## src/rtl/pulse_tx.sv

```systemverilog
`default_nettype none
// +--------------------------------------------------------------------------+
// | pulse_tx : pulse-width symbol transmitter ('1' long high, '0' short high, |
// |            each followed by a low gap). Optional abort: PULSE_TX_ABORT_EN |
// | Revision : 1.0                                                           |
// +--------------------------------------------------------------------------+
module pulse_tx #(
   parameter int NBITS     = 4,
   parameter int LONG_LEN  = 10,
   parameter int SHORT_LEN = 3,
   parameter int GAP_LEN   = 2
) (
   input  logic             clk,
   input  logic             rst_n,
   input  logic             start,
   input  logic [NBITS-1:0] data,
`ifdef PULSE_TX_ABORT_EN
   input  logic             abort,
`endif
   output logic             A,
   output logic             busy,
   output logic             done
);

   localparam int SW = (NBITS > 1) ? $clog2(NBITS) : 1;

   localparam logic [7:0]    c_long_m1  = 8'(LONG_LEN - 1);
   localparam logic [7:0]    c_short_m1 = 8'(SHORT_LEN - 1);
   localparam logic [7:0]    c_gap_m1   = 8'(GAP_LEN - 1);
   localparam logic [SW-1:0] c_left_init = SW'(NBITS - 1);
   localparam logic [SW-1:0] c_left_one  = SW'(1);

   generate
      if (NBITS < 1 || NBITS > 255 ||
          LONG_LEN < 9 || LONG_LEN > 255 ||
          SHORT_LEN < 1 || SHORT_LEN >= LONG_LEN ||
          GAP_LEN < 1 || GAP_LEN > 255) begin : g_param_check
         $error("pulse_tx: illegal parameter set");
      end
   endgenerate

   typedef enum logic [1:0] {
      IDLE = 2'd0,
      HIGH = 2'd1,
      GAP  = 2'd2
   } state_t;

   state_t           r_state, w_state_nxt;
   logic [7:0]       r_cnt, w_cnt_nxt;
   logic [NBITS-1:0] r_shift, w_shift_nxt, w_shifted;
   logic [SW-1:0]    r_left, w_left_nxt;
   logic             r_a, w_a_nxt;
   logic             r_busy, w_busy_nxt;
   logic             r_done, w_done_nxt;
   logic             w_abort;

`ifdef PULSE_TX_ABORT_EN
   assign w_abort = abort;
`else
   assign w_abort = 1'b0;
`endif

   function automatic logic [7:0] sym_len_m1(input logic sym);
      return sym ? c_long_m1 : c_short_m1;
   endfunction

   assign w_shifted = r_shift << 1;

   always_comb begin
      w_state_nxt = r_state;
      w_cnt_nxt   = r_cnt;
      w_shift_nxt = r_shift;
      w_left_nxt  = r_left;
      w_done_nxt  = 1'b0;

      case (r_state)
         IDLE: begin
            if (start) begin
               w_state_nxt = HIGH;
               w_shift_nxt = data;
               w_left_nxt  = c_left_init;
               w_cnt_nxt   = sym_len_m1(data[NBITS-1]);
            end
         end
         HIGH: begin
            if (r_cnt == 8'd0) begin
               w_state_nxt = GAP;
               w_cnt_nxt   = c_gap_m1;
            end else begin
               w_cnt_nxt = r_cnt - 8'd1;
            end
         end
         GAP: begin
            if (r_cnt == 8'd0) begin
               if (r_left == '0) begin
                  w_state_nxt = IDLE;
                  w_done_nxt  = 1'b1;
               end else begin
                  // Next symbol is the MSB after the shift.
                  w_state_nxt = HIGH;
                  w_shift_nxt = w_shifted;
                  w_left_nxt  = r_left - c_left_one;
                  w_cnt_nxt   = sym_len_m1(w_shifted[NBITS-1]);
               end
            end else begin
               w_cnt_nxt = r_cnt - 8'd1;
            end
         end
         default: begin
            w_state_nxt = IDLE;
            w_cnt_nxt   = 8'd0;
         end
      endcase

      // Abort wins over everything, including a start in IDLE.
      if (w_abort) begin
         w_state_nxt = IDLE;
         w_cnt_nxt   = 8'd0;
         w_done_nxt  = 1'b0;
      end

      w_a_nxt    = (w_state_nxt == HIGH);
      w_busy_nxt = (w_state_nxt != IDLE);
   end

   always_ff @(posedge clk) begin
      if (!rst_n) begin
         r_state <= IDLE;
         r_cnt   <= 8'd0;
         r_shift <= '0;
         r_left  <= '0;
         r_a     <= 1'b0;
         r_busy  <= 1'b0;
         r_done  <= 1'b0;
      end else begin
         r_state <= w_state_nxt;
         r_cnt   <= w_cnt_nxt;
         r_shift <= w_shift_nxt;
         r_left  <= w_left_nxt;
         r_a     <= w_a_nxt;
         r_busy  <= w_busy_nxt;
         r_done  <= w_done_nxt;
      end
   end

   assign A    = r_a;
   assign busy = r_busy;
   assign done = r_done;

endmodule
`default_nettype wire

```

## config.mk

```make
export PLATFORM = sky130hd
export DESIGN_NAME = pulse_tx
export DESIGN_NICKNAME = d
export VERILOG_FILES = /design/src/rtl/pulse_tx.sv
export SDC_FILE = /design/constraint.sdc
export NUM_CORES = 1
export LEC_CHECK = 0
export BUFFER_PORTS_ARGS = -buffer_cell sky130_fd_sc_hd__buf_2
export CAP_MARGIN = 20
export CORE_MARGIN = 2
export CORE_UTILIZATION = 35
export DETAILED_ROUTE_END_ITERATION = 6
export PLACE_DENSITY = 0.55
export REMOVE_ABC_BUFFERS = 1
export SLEW_MARGIN = 20
export SYNTH_ARGS = -nofsm -noshare
export SYNTH_HDL_FRONTEND = slang
export SYNTH_SLANG_ARGS = --single-unit
```

## constraint.sdc

```tcl
create_clock -name clk -period 2.35 [get_ports clk]
set_input_delay 0 -clock clk [delete_from_list [all_inputs] [get_ports clk]]
set_output_delay 0 -clock clk [all_outputs]
set_load 0.005 [all_outputs]
```

======== After elaboration in Yosys (flattened, before gate mapping) ========
Cells that the tools add are included.
Widths: inputs -> output; s select.
storage, ports and cells
  register bits after elaboration ......... 18
  latch bits .............................. 0
  RAM bits ................................ 0
  bits in read-only memories .............. 0
  logic and storage cells ................. 45
  memories ................................ 0
cells by class
  $add $sub $neg .......................... 2
  multiply operators ...................... 0
  divide/modulo/power cells ............... 0
  magnitude comparators ................... 0
  equality and inequality tests ........... 7
  shift operators ......................... 0
  muxes and demuxes ....................... 21
  bitwise logic cells ..................... 0
  reduce and logical (&&, ||, !) cells .... 8
operators by type and width
  cell                 count
  $mux 8               4
  $pmux 8 s3           1
  $mux 2               6
  $mux 3               3
  $logic_not 8->1      1
  $mux 4               2
  $sub 8x1->8 const B  1
  $ne 2x2->1 const B   3
  $pmux 2 s3           1
  $pmux 3 s2           1
  $eq 2x1->1 const B   2
  $logic_not 2->1      2
  $pmux 2 s2           1
  $reduce_and 4->1     1
  $reduce_bool 2->1    2
  $ne 3x3->1 const B   1
  $reduce_and 3->1     1
  $eq 2x2->1 const B   1
  $mux 1               2
  $reduce_and 2->1     1
  $sub 2x1->2 const B  1

======== Longest topological paths before layout ========
  word-level depth ........................ 5
  mapped depth ............................ 7
  mapped depth without buffers ............ 6

======== Worst setup path after synthesis ========
OpenSTA, ideal clock, no wires.
  path kind ............................... register to register
  start ................................... register r_cnt[0]
  end ..................................... register r_cnt[1]
  setup time .............................. 0.092 ns
  arrival ................................. 1.683 ns
  data required time ...................... 2.258 ns
  slack ................................... 0.575 ns
  cell stages (with the launch flop) ...... 8
  clock period less this slack ............ 1.775 ns
  cells stage by stage .................... dfxtp_1 > inv_1 > ha_1 > or3b_1 > clkbuf_1 > a2111oi_4 > a21oi_1 > o32ai_1
on the way
  cells in the longest elaborated chain, start to end .. 3
ends and longest elaborated chain
  element                                         line  source
  from (decl)                                     49    logic [7:0] r_cnt, w_cnt_nxt;
  from (signal assigned)                          137   r_cnt <= w_cnt_nxt;
  $sub 8x1->8 or $logic_not 8->1 (tied branches)  -
  $mux 8 (tied with other cells)                  94    if (r_cnt == 8'd0) begin
  $pmux 8 s3 or $reduce_and 2->1 (tied branches)  -
Several ways; a longest one is shown, not always the timed one.
A chain may end at the register's enable or synchronous reset.

======== Worst setup path after layout ========
Same ends and word-level chain as after synthesis.

==> impl_results.md <==
- Status: complete, no violations
- Asr flop ratio synth: 0%
- Initial antenna violation count: 0
- DR pass1 iterations: 4
- CTS Sinks: 18
- Main synth FF type: dfxtp_1
- Layout cells sized above 1: 16.5%
- Reg2reg path depth: 6
- DIE AREA: 3310 um2
- WS Path Type: reg2reg
- Synth Area in Adders: 2.50%
- DP HPWL: 1700 um
- R2r endpoint: r_cnt[1]
- Crit path launch type: flip-flop
- Synth Area in XOR/XNOR: 1.75%
- # fillers: 291
- Hold path endpoint: r_shift[0]
- Lkg Pwr: 0.453 nW
- Largest family of logic cells by synthesized area: compound AO/OA/AOI/OAI gates
- Routing usage on met2: 23.4%
- Via density: 5.63
- Min cycle time layout: 1950 ps
- Placement Cell Area: 1080 um2
- WHS: 195 ps
- CP max FO: 5
- Final cell count without fillers: 164
- Maxcap violations: 0
- DR WL/cell: 13.4 um
- Multiplexer share of the synthesized area: 0%
- Final GP Congestion: 0.789
- Final setup fails: 0
- Synth top area share: 36.0%
- Starting Density: 36.7%
- # H-tree levels: 1
- Fin area: 1150 um2
- Met1 Track Usage GR: 21.3%
- Relative slew slack: 65.8%
- Number of global-route vias before repair: 852
- Worst min-delay path category: in2reg
- Vias: 924
- TritonCTS clock tree: yes
- Boundary Pins: 10
- Die width: 57.5 um
- Global-route met3 utilization: 4.31%
- CTS Buf Count: 3
- Synth top area cells: dfxtp_1, a21oi_1, nand2_1
- CP arrival: 2110 ps
- Utilization after layout: 42.1%
- Global-route wire length before repair: 3950 um
- Clock root cell: clkbuf_4
- Cells after synthesis: 118
- P&R area growth vs syn: 14.9%
- I/O Buffers: 9
- CP top delay family: compound AO/OA/AOI/OAI gates
- Hold depth: 4
- Cell type with the highest aggregate area in the netlist: dfxtp_1
- Most crowded layer after global routing: met2
- Worst slew pin tran: 512 ps
- Reg2Reg Setup Slack: 400 ps
- 1st-iter DRT viols: 31
- Syn avg cell area: 8.49 um2
- Routed Antenna Nets: 0
- Nets@finish: 144
- RSZ-0062 raised after global routing: no
- Hold Crit Start: start
- Critical path cell sequence: inv_1, ha_1, nor3b_1, a31oi_1, o21ai_0, o32ai_1
- Fmax: 514 MHz
- Largest net degree at the start of global routing: 15
- Worst skew pair latency: 290 ps
- N_diodes: 0
- Power Density: 1580 nW/um2
- Gr usage total: 15.3%
- Critical Path RT: 2520 ps
- Final worst slack: 404 ps
- Hold Vio Cnt, Final: 0
- Critical path capture point type: flip-flop
- Register area share after synthesis: 36.0%
- Simple-gate share of the synthesized area: 22.8%
- Critical Path Max Stage Delay: 470 ps
- DR DRC count: 0
- Clock Path Buffers: 2
- Crit-path slowest cell: nor3b_1
- Clk_skew: 4.16 ps
- Total chip power: 1.82 mW
- Post-synth EDFFs: 0
- Post-synthesis compound-gate area fraction: 31.7%
- Global route overflow: 0
- Worst Path Buf+Inv: 1
- Clock-pin slew on the worst setup and hold paths: 90 ps
- Final period utilization: 82.8%
- Setup bufs post-CTS: 0
- Peak VDD IR: 0.595 mV
- Number of distinct library cells after synthesis: 40
- Max-slew violation count: 0
- Post-Place Worst Slack: 432 ps
- Yosys warnings: 0
- Chip Height: 57.5 um
- Fin Setup TNS: 0 ps
- Worst R2R Start: r_cnt[0]
- Synthesized cell area: 1000 um2
- #FFs+latches synth: 18
- Core Area: 2730 um2
- Wirelength, routed: 2200 um
- Placed Instances: 156
- Std-Cell Rows: 19
-- worst max path at each step --
| stage | startpoint | end | slack [ps] | cells after the start |
|---|---|---|---|---|
| floorplan | r_cnt[0] | r_cnt[1] | 610 | 6 |
| global placement | r_cnt[0] | r_cnt[1] | 490 | 6 |
| detailed placement | r_cnt[0] | r_cnt[1] | 430 | 6 |
| CTS | r_cnt[0] | r_cnt[1] | 400 | 6 |
| global route | r_cnt[0] | r_cnt[1] | 180 | 6 |
| finish | r_cnt[0] | r_cnt[1] | 400 | 6 |
-- logic make-up (layout without fill, tap and decap cells) --
family / count (synthesis) / after routing
AND/OR/NAND/NOR: 41 / 41
XOR/XNOR: 2 / 2
flip-flops: 18 / 18
AO/OA/AOI/OAI: 43 / 43
buffers and inverters: 12 / 27
adder cells (fa/ha/maj): 2 / 2
-- cells in the mapped netlist, types with 2 or more instances --
| cell type | instances |
|---|---|
| clkbuf_1 | 2 |
| xnor2_1 | 2 |
| o21ai_1 | 3 |
| o21ai_0 | 5 |
| or4_1 | 2 |
| nor3_1 | 4 |
| inv_1 | 8 |
| nand3b_1 | 2 |
| a31oi_1 | 2 |
| dfxtp_1 | 18 |
| a311oi_1 | 3 |
| nand2_1 | 9 |
| nand2b_1 | 2 |
| or3_2 | 2 |
| or3_1 | 5 |
| nor2_1 | 7 |
| ha_1 | 2 |
| a21oi_1 | 14 |
| o21a_1 | 2 |
| o31ai_1 | 3 |
| o22ai_1 | 2 |
-- timing repair --
item,in CTS,in global routing
gates resized for setup,0,0
hold buffers,5,0
endpoints found under the hold margin,6,0
-- worst reg2reg max path, stage by stage (launching register included) --
cell,delay [ps]
dfxtp_1,340
inv_1,100
ha_1,210
nor3b_1,470
a31oi_1,150
o21ai_0,390
o32ai_1,160
-- registers in the layout, indices dropped and copies added (netlist names) --
signal and cells:
busy 1, done 1, r_shift 3, r_cnt 8, A 1, r_left 2, r_state 2
-- power by group --
| group | leakage [nW] | switching, mW | total, mW | internal [mW] |
|---|---|---|---|---|
| Sequential | 0.148 | 0.143 | 0.566 | 0.423 |
| Clock | 0.0138 | 0.0868 | 0.146 | 0.0596 |
| Combinational | 0.291 | 0.616 | 1.10 | 0.489 |
| Total | 0.453 | 0.845 | 1.82 | 0.972 |
-- layout make-up --
class / count / area (um2) / area share (%)
Clock buffer: 3 / 22.5 / 1.96
Inverter: 8 / 30.0 / 2.61
Multi-Input combinational cell: 88 / 589 / 51.2
Sequential cell: 18 / 360 / 31.3
Tap cell: 31 / 38.8 / 3.37
Timing Repair Buffer: 16 / 110 / 9.57
-- cells in the final DEF, fill, tap and decap left out, types with 2 or more instances in the layout --
master / instances
dfxtp_1: 18
a21oi_1: 14
nand2_1: 9
buf_2: 9
inv_1: 8
nor2_1: 7
o21ai_0: 5
or3_1: 5
dlygate4sd3_1: 5
nor3_1: 4
a311oi_1: 3
o31ai_1: 3
o21ai_1: 3
clkbuf_4: 3
nand2b_1: 2
o21a_1: 2
a31oi_1: 2
nand3b_1: 2
xnor2_1: 2
o22ai_1: 2
or3_2: 2
or4_1: 2
ha_1: 2
buf_4: 2
-- metal layers --
layer / up-vias / share of wire [%]
met5: - / 0
met4: 0 / 0.77
met3: 2 / 4.0
met2: 17 / 45
met1: 428 / 50
li1: 477 / -
Power figures use the tool's default switching activity.
